`src/rtl/imm_encode.sv`:
```
// Immediate encoder: packs a signed immediate into I/S/B/J instruction fields and
// range/alignment-checks it, behind a 2-entry output FIFO. Optional round-trip self-check: IMM_ENC_ROUNDTRIP_EN.
module imm_encode #(
  parameter int CNT_W = 16
) (
  input  logic             clk,
  input  logic             reset,
  input  logic             in_valid,
  output logic             in_ready,
  input  logic [1:0]       in_fmt,
  input  logic [31:0]      in_imm,
  input  logic [31:0]      in_base,
  output logic             out_valid,
  input  logic             out_ready,
  output logic [31:0]      out_instr,
  output logic             out_err,
  output logic             out_mism,
  output logic [CNT_W-1:0] err_count
);

  logic [31:0] enc_instr;
  logic        enc_err;
  logic [1:0]  count;
  logic [1:0]  count_next;
  logic        ready_r;
  logic        push;
  logic        pop;
  logic [31:0] instr0;
  logic [31:0] instr1;
  logic        err0;
  logic        err1;

  // Field packing and range check from the incoming word
  always_comb begin
    enc_instr = in_base;
    enc_err   = 1'b0;
    case (in_fmt)
      2'b00: begin
        enc_instr = (in_base & ~32'hFFF0_0000) | {in_imm[11:0], 20'd0};
        enc_err   = !((&in_imm[31:11]) || !(|in_imm[31:11]));
      end
      2'b01: begin
        enc_instr = (in_base & ~32'hFE00_0F80) | {in_imm[11:5], 13'd0, in_imm[4:0], 7'd0};
        enc_err   = !((&in_imm[31:11]) || !(|in_imm[31:11]));
      end
      2'b10: begin
        enc_instr = (in_base & ~32'hFE00_0F80)
                  | {in_imm[12], in_imm[10:5], 13'd0, in_imm[4:1], in_imm[11], 7'd0};
        enc_err   = in_imm[0] || !((&in_imm[31:12]) || !(|in_imm[31:12]));
      end
      2'b11: begin
        enc_instr = (in_base & ~32'hFFFF_F000)
                  | {in_imm[20], in_imm[10:1], in_imm[11], in_imm[19:12], 12'd0};
        enc_err   = in_imm[0] || !((&in_imm[31:20]) || !(|in_imm[31:20]));
      end
      default: begin
        enc_instr = in_base;
        enc_err   = 1'b0;
      end
    endcase
  end

  assign push = in_valid && ready_r;
  assign pop  = out_valid && out_ready;

  // Occupancy update; a push at count 2 cannot happen because ready_r is already low
  always_comb begin
    count_next = count;
    if (push && !pop) begin
      count_next = count + 2'd1;
    end else if (pop && !push) begin
      count_next = count - 2'd1;
    end else begin
      count_next = count;
    end
  end

`ifdef IMM_ENC_ROUNDTRIP_EN
  logic [31:0] imm0;
  logic [31:0] imm1;
  logic [1:0]  fmt0;
  logic [1:0]  fmt1;
  logic [31:0] rext;

  // Re-extend the head entry's immediate with the core's extender rules
  always_comb begin
    rext = 32'd0;
    case (fmt0)
      2'b00:   rext = {{20{instr0[31]}}, instr0[31:20]};
      2'b01:   rext = {{20{instr0[31]}}, instr0[31:25], instr0[11:7]};
      2'b10:   rext = {{19{instr0[31]}}, instr0[31], instr0[7], instr0[30:25], instr0[11:8], 1'b0};
      2'b11:   rext = {{11{instr0[31]}}, instr0[31], instr0[19:12], instr0[20], instr0[30:21], 1'b0};
      default: rext = 32'd0;
    endcase
  end

  assign out_mism = out_valid && (rext != imm0) && !err0;

  // Round-trip side data travels with the FIFO entries
  always_ff @(posedge clk) begin
    if (reset) begin
      imm0 <= 32'd0;
      imm1 <= 32'd0;
      fmt0 <= 2'd0;
      fmt1 <= 2'd0;
    end else begin
      if (push && (count == 2'd0 || (count == 2'd1 && pop))) begin
        imm0 <= in_imm;
        fmt0 <= in_fmt;
      end else if (pop) begin
        imm0 <= imm1;
        fmt0 <= fmt1;
      end
      if (push && count == 2'd1 && !pop) begin
        imm1 <= in_imm;
        fmt1 <= in_fmt;
      end
    end
  end
`else
  assign out_mism = 1'b0;
`endif

  // FIFO storage, occupancy, registered in_ready and saturating error counter
  always_ff @(posedge clk) begin
    if (reset) begin
      count     <= 2'd0;
      ready_r   <= 1'b1;
      instr0    <= 32'd0;
      instr1    <= 32'd0;
      err0      <= 1'b0;
      err1      <= 1'b0;
      err_count <= '0;
    end else begin
      count   <= count_next;
      ready_r <= (count_next < 2'd2);
      if (push && (count == 2'd0 || (count == 2'd1 && pop))) begin
        instr0 <= enc_instr;
        err0   <= enc_err;
      end else if (pop) begin
        instr0 <= instr1;
        err0   <= err1;
      end
      if (push && count == 2'd1 && !pop) begin
        instr1 <= enc_instr;
        err1   <= enc_err;
      end
      if (push && enc_err && (err_count != {CNT_W{1'b1}})) begin
        err_count <= err_count + CNT_W'(1);
      end
    end
  end

  assign in_ready  = ready_r;
  assign out_valid = (count != 2'd0);
  assign out_instr = instr0;
  assign out_err   = err0;

endmodule

```
`config.mk`:
```
export PLATFORM = sky130hd
export DESIGN_NAME = imm_encode
export DESIGN_NICKNAME = d
export VERILOG_FILES = /design/src/rtl/imm_encode.sv
export SDC_FILE = /design/constraint.sdc
export NUM_CORES = 1
export LEC_CHECK = 0
export ABC_AREA = 1
export BUFFER_PORTS_ARGS = -buffer_cell sky130_fd_sc_hd__buf_2
export CELL_PAD_IN_SITES_DETAIL_PLACEMENT = 1
export CELL_PAD_IN_SITES_GLOBAL_PLACEMENT = 1
export CORE_ASPECT_RATIO = 0.6
export CORE_MARGIN = 2
export CORE_UTILIZATION = 39
export CTS_CLUSTER_SIZE = 14
export DETAILED_ROUTE_END_ITERATION = 7
export PLACE_DENSITY_LB_ADDON = 0.3
export SLEW_MARGIN = 20
export SYNTH_ARGS = -nofsm -noshare
export SYNTH_HDL_FRONTEND = slang
export SYNTH_SLANG_ARGS = --single-unit
```
`constraint.sdc`:
```
create_clock -name clk -period 3.95 [get_ports clk]
set_clock_uncertainty 0.1 [all_clocks]
set_input_delay 0.79 -clock clk [delete_from_list [all_inputs] [get_ports clk]]
set_output_delay 0.79 -clock clk [all_outputs]
set_load 0.02 [all_outputs]
```
==> results of run 1 <==
-- worst max-delay path, cell delays in order, from the launching register on --
cell     delay (ns)
dfxtp_1        0.39
inv_1          0.06
ha_1           0.24
nor2_4         0.11
buf_4          0.29
inv_1          0.21
nand3_2        0.09
buf_4          0.29
inv_2          0.35
o21ai_0        0.29
a31oi_1        0.06
-- sequential cells by signal, summed over array words and instances, names as in the netlist --
register,cells
err_count,16
err1,1
count,2
in_ready,1
out_err,1
out_instr,32
instr1,32
-- metrics by stage --
step / hold slack (ns) / std cells
after floorplan: 0.330 / 693
after global placement: 0.339 / 937
after detailed placement: 0.350 / 937
after CTS: 0.359 / 953
after global routing: 0.388 / 953
final: 0.359 / 953
-- layout make-up --
class                           instances  area (µm²)
Tap cell                              160         200
Clock buffer                            9         225
Timing Repair Buffer                  121         626
Inverter                               98         368
Clock inverter                          7        72.6
Multi-Input combinational cell        473        2260
Fill cell                            1524        5840
Sequential cell                        85        1700
-- layout by cell type, fill, tap and decap left out, types with 2 or more instances in the layout --
cell | netlist | final
nand2_1 | 175 | 175
buf_2 | 18 | 113
dfxtp_1 | 85 | 85
inv_1 | 84 | 84
nor2_1 | 74 | 74
o21ai_0 | 56 | 56
nand3_1 | 50 | 50
a31oi_1 | 30 | 30
a21oi_1 | 25 | 25
nand4_1 | 20 | 20
clkbuf_16 | 0 | 9
clkinv_1 | 8 | 8
ha_1 | 8 | 8
buf_4 | 1 | 8
o211ai_1 | 7 | 7
inv_2 | 6 | 6
nor2_2 | 6 | 6
nor3_1 | 4 | 4
nand3b_1 | 3 | 3
nand2_2 | 2 | 2
inv_6 | 0 | 2
clkinvlp_4 | 0 | 2
clkinv_2 | 0 | 2
-- power groups by stage --
stage	logic (mW)	clock network, mW	registers, mW
floorplan	0.414	0	1.08
global placement	0.681	0	1.02
detailed placement	0.712	0	1.03
CTS	0.718	0.864	1.01
global route	0.798	0.901	1.02
finish	0.720	0.853	1.01
-- cell families (layout without fill, tap and decap cells) --
logic type / Yosys count / after routing / synth area share (%)
AO/OA/AOI/OAI: 123 / 123 / 15.2
XOR/XNOR: 1 / 1 / 0.194
adder cells (fa/ha/maj): 8 / 8 / 2.21
buffers and inverters: 135 / 235 / 12.3
flip-flops: 85 / 85 / 37.6
other: 1 / 1 / 0.0829
AND/OR/NAND/NOR: 340 / 340 / 32.4
-- metal layers --
metal / vias to the layer above / track usage, %
met4: 0 / 5.49
met3: 10 / 4.84
met2: 134 / 40.2
met1: 2326 / 33.2
met5: - / 0
li1: 2430 / -
-- worst max-delay path by stage --
stage,endpoint,start,depth (start not counted),slack [ns]
after global routing,instr1[17]$_SDFFE_PP0P_,count[0]$_SDFFE_PP0P_,10,1.09
after global placement,instr1[17]$_SDFFE_PP0P_,out_ready,10,1.18
after detailed placement,instr1[7]$_SDFFE_PP0P_,out_ready,10,1.08
after CTS,err1$_SDFFE_PP0P_,count[0]$_SDFFE_PP0P_,12,1.32
final,instr1[17]$_SDFFE_PP0P_,count[0]$_SDFFE_PP0P_,10,1.30
after floorplan,out_instr[1]$_SDFFE_PP0P_,in_fmt[0],11,1.85
==> impl_metrics.yaml, run 1 <==
worst_hold_path:
  hold_depth: 2
  hp-class: "reg -> reg"
  min_from: "instr1[4]$_SDFFE_PP0P_"
  min_to: "instr1[4]$_SDFFE_PP0P_"
die:
  die_w_um: 143
  dieArea_um2: 12500
  io_pins: 122
  placementRows: 30
  die_h_um: 87.4
  initial_core_util_pct: 40.0
  core_area_um2: 11300
finish:
  syn2layout_area_growth_pct: 20.7
  final_util_pct: 48.3
  antennaDiodeCount: 0
  nets: 866
  drive_gt1_share_pct: 19.9
  final_cell_area_um2: 5460
clock_network:
  cts.repair.resized: 0
  clk_latency_ns: 0.33
  cts_hold_buffers: 0
  cts_setup_buffers: 0
  cts_buffer_depth: 2
  cts_buffers: 9
  path_clk_slew_ns: 0.06
  clock-root-buffer: "clkbuf_16"
  cts_tree: "yes"
  cts.htree.levels: 3
  clkSinkCount: 85
logic_synthesis:
  synth_top_area_share_pct: 37.6
  netlist_top_cells_count: "nand2_1, dfxtp_1, inv_1"
  syn_nets: 771
  synth_cell_type_count: 35
  async_reset_ff_share_pct: 0
  yosys_most_used_dff: "dfxtp_1"
  synth_edf_count: 0
  yosysMostFrequentCell: "nand2_1"
  postSynthCellCount: 693
  syn-mean-instance-area_um2: 6.53
  yosysTopAreaCell: "dfxtp_1"
  syn-cell-area_um2: 4520
  ys_top_cells_by_area: "dfxtp_1, nand2_1, inv_1"
  synth_seq_cells: 85
  ys_seq_area_share_pct: 37.6
  ys_warn_count: 0
global_route:
  antenna_found_initial: 0
  grt_max_degree: 41
  track_usage_pct: 24.4
  grt_pass1_wl_um: 24100
  grt_pass1_vias: 4935
  overflow: 0
sta:
  slew_headroom_pct: 53.6
  fin_tns_setup_ns: 0
  final.period_utilization_pct: 67.0
  hold_viol: 0
  max_freq_mhz: 378
  drv_slew: 0
  post-route-min-period_ns: 2.65
  setup_slack_ns: 1.30
  tightest_slew_ns: 0.695
  rsz0062_at_grt: "no"
  finalSetupViolCount: 0
pwr:
  peakVddDrop_uv: 230
  p_seq_share_pct: 39.1
  clockPowerShare_pct: 33.0
  p_int_mw: 1.65
  p_comb_share_pct: 27.9
  p_leak_nw: 2.55
  switching_share_pct: 35.9
  p_per_area_nw_per_um2: 473
  power_mw: 2.58
  switchingPower_uw: 928
routing:
  wl_per_cell_um: 15.6
  final_antenna_net_count: 0
  dr_wl_met2_um: 6800
  drt_iter0_markers: 348
  vias_per_cell: 5.14
  drt-pass1-iter-count: 5
  drt-met1-wl_um: 7250
  top_layer: "met4"
  drc: 0
  wl_um: 14900
  met3_length_um: 708
  vias: 4900
worst_setup_path:
  critPathKind: "reg -> reg"
  reg2reg_depth: 10
  crit_fanout: 40
  reg2reg_slack_ns: 1.30
  setup.worst_path.start_class: "flop"
  r2r-start: "count[0]$_SDFFE_PP0P_"
  end_kind: "flop"
  reg2reg_to: "instr1[17]$_SDFFE_PP0P_"
  critical_path_required_ns: 4.04
  arrival_ns: 2.74
placement:
  gp_congestion: 0.809
  dp_hpwl_um: 10900
  port-buffer-count: 113
  pre_cts_ws_ns: 1.08
  place_area_um2: 5160
status:
  status: "completed"
job:
  cap_violations: 0
Note: power is estimated with default switching activity, not from simulation.
==> inputs of run 2 (changes only) <==
- CORE_UTILIZATION: 39 -> 33
- clock period: 3.95 -> 2.15 ns (I/O delays scaled with it)
==> run 2 against run 1 <==
Net effect: critical path depth is 1 lower; non-clock buffer count is 12 higher; maximum frequency is 37% higher; clock power is 92% higher; worst setup slack worse by 1.1 ns; sequential share of layout area is 0.83 points lower; routed wire length is 2.2% higher; register-to-register slack worse by 1.1 ns; total power is 90% higher; count of clock-buffer cells in the layout is 3 higher; critical path type unchanged; critical endpoint is now out_instr[1]$_SDFFE_PP0P_.
==> impl_metrics.yaml, run 2 (synthesized netlist as in run 1, its figures left out) <==
status:
  status: "completed"
finish:
  instances_no_fill: 980
  final_util_pct: 41.6
  nFillCells: 1829
  drive_gt1_share_pct: 21.4
  final_cell_area_um2: 5610
  mostFrequentLayoutCell: "nand2_1"
  multi_input_area_um2: 2280
  final_cell_mix: "nand2_1, buf_2, inv_1, dfxtp_1, nor2_1"
  antennaDiodeCount: 0
  register_area_um2: 1700
  syn2layout_area_growth_pct: 24.1
  nets: 878
sta:
  finalSetupViolCount: 0
  post-route-min-period_ns: 1.94
  max_freq_mhz: 517
  hold_viol: 0
  drv_slew: 0
  rsz0062_at_grt: "yes"
  hold_slack_ns: 0.271
  final.period_utilization_pct: 90.1
  setup_slack_ns: 0.214
routing:
  drt_iter0_markers: 158
  drc: 0
  vias: 4908
  final_antenna_net_count: 0
  wl_per_cell_um: 15.5
  wl_um: 15200
  vias_per_cell: 5.01
  drt-pass1-iter-count: 5
pwr:
  p_leak_nw: 2.62
  peakVddDrop_uv: 377
  p_per_area_nw_per_um2: 872
die:
  initial_core_util_pct: 33.5
  placementRows: 33
  die_h_um: 94.7
  die_w_um: 155
  core_area_um2: 13500
  dieArea_um2: 14700
  io_pins: 122
worst_setup_path:
  slowest_stage: "dfxtp_1"
  critPathKind: "reg -> reg"
  crit_fanout: 7
  arrival_ns: 2.13
  max_stage_delay_ns: 0.39
  cp_cell_sequence: "inv_1 > ha_1 > nor2_4 > inv_1 > nor2_2 > inv_1 > o211ai_1 > nand2_1 > inv_1"
  cp_common_cell: "inv_1"
  setup.worst_path.start_class: "flop"
  critical_path_required_ns: 2.34
  end_kind: "flop"
global_route:
  grt_pass1_wl_um: 25000
  antenna_found_initial: 0
  grt_max_degree: 41
  grt_pass1_vias: 5056
  overflow: 0
  track_usage_pct: 21.5
worst_hold_path:
  hp-class: "in -> reg"
clock_network:
  cts_setup_buffers: 0
  cts_tree: "yes"
  clk_latency_ns: 0.34
  cts_buffer_depth: 2
  path_clk_slew_ns: 0.07
  clkSinkCount: 85
  clock-root-buffer: "clkbuf_16"
  cts_buffers: 9
  cts.htree.levels: 3
placement:
  pre_cts_ws_ns: 0.0541
  place_area_um2: 5280
  dp.cells: 964
  dp_hpwl_um: 11200
  port-buffer-count: 113
  gp_congestion: 0.838
job:
  cap_violations: 0
-- run 2: changes by cell type in the layout (fill, tap and decap cells not counted), moves of 2 or more --
cell	delta
buf_4	+10
nor2_2	+2
clkbuf_8	+2
nor2_1	-2
clkinv_2	-2
-- run 2: final timing paths --
kind / to / depth (start not counted) / slack (ns) / start
setup / recovery: out_instr[1]$_SDFFE_PP0P_ / 9 / 0.21 / count[0]$_SDFFE_PP0P_
hold reg to reg: instr1[4]$_SDFFE_PP0P_ / 2 / 0.36 / instr1[4]$_SDFFE_PP0P_
setup reg to reg: out_instr[1]$_SDFFE_PP0P_ / 9 / 0.21 / count[0]$_SDFFE_PP0P_
hold / removal: instr1[6]$_SDFFE_PP0P_ / 3 / 0.27 / in_base[6]
-- run 2: area by class of cell --
class	count	share of cell area (%)
clock buffers	12	4.57
flip-flops and latches	85	30.3
clock inverters	4	0.981
inverters	98	6.56
repair buffers	133	13.0
well taps	175	3.90
multi-input cells	473	40.6
-- run 2: power by group --
group,switching [mW],internal [mW]
clock,0.670,0.972
sequential,0.101,1.75
combinational,0.962,0.442
total,1.73,3.16
-- run 2: critical path, delay by kind of cell (launching register included) --
family | cells | cell delay, ns
and+or+nand+nor | 3 | 0.54
buffers and inverters | 4 | 0.42
DFF | 1 | 0.39
adders and majority gates | 1 | 0.25
AOI/OAI and AO/OA | 1 | 0.21
-- run 2: per-layer routing --
metal  global-route usage [%]  vias to the layer above  share of wire [%]
li1                         -                     2444                  -
met1                     27.7                     2332                 46
met2                     37.4                      122                 46
met3                     4.31                       10                6.1
met4                     5.02                        0                1.0
met5                        0                        -                  0
-- run 2: timing repair --
action	4_1_cts	5_1_grt
hold endpoints to repair	0	0
setup endpoints to repair	0	18
hold buffers	0	0
resized for setup	0	5
-- run 2: metrics by stage --
step / power [mW] / TNS, ns
2_1_floorplan: 2.75 / 0
3_3_place_gp: 3.21 / 0
3_5_place_dp: 3.27 / 0
4_1_cts: 4.92 / 0
5_1_grt: 5.17 / -0.00642
6_report: 4.89 / 0
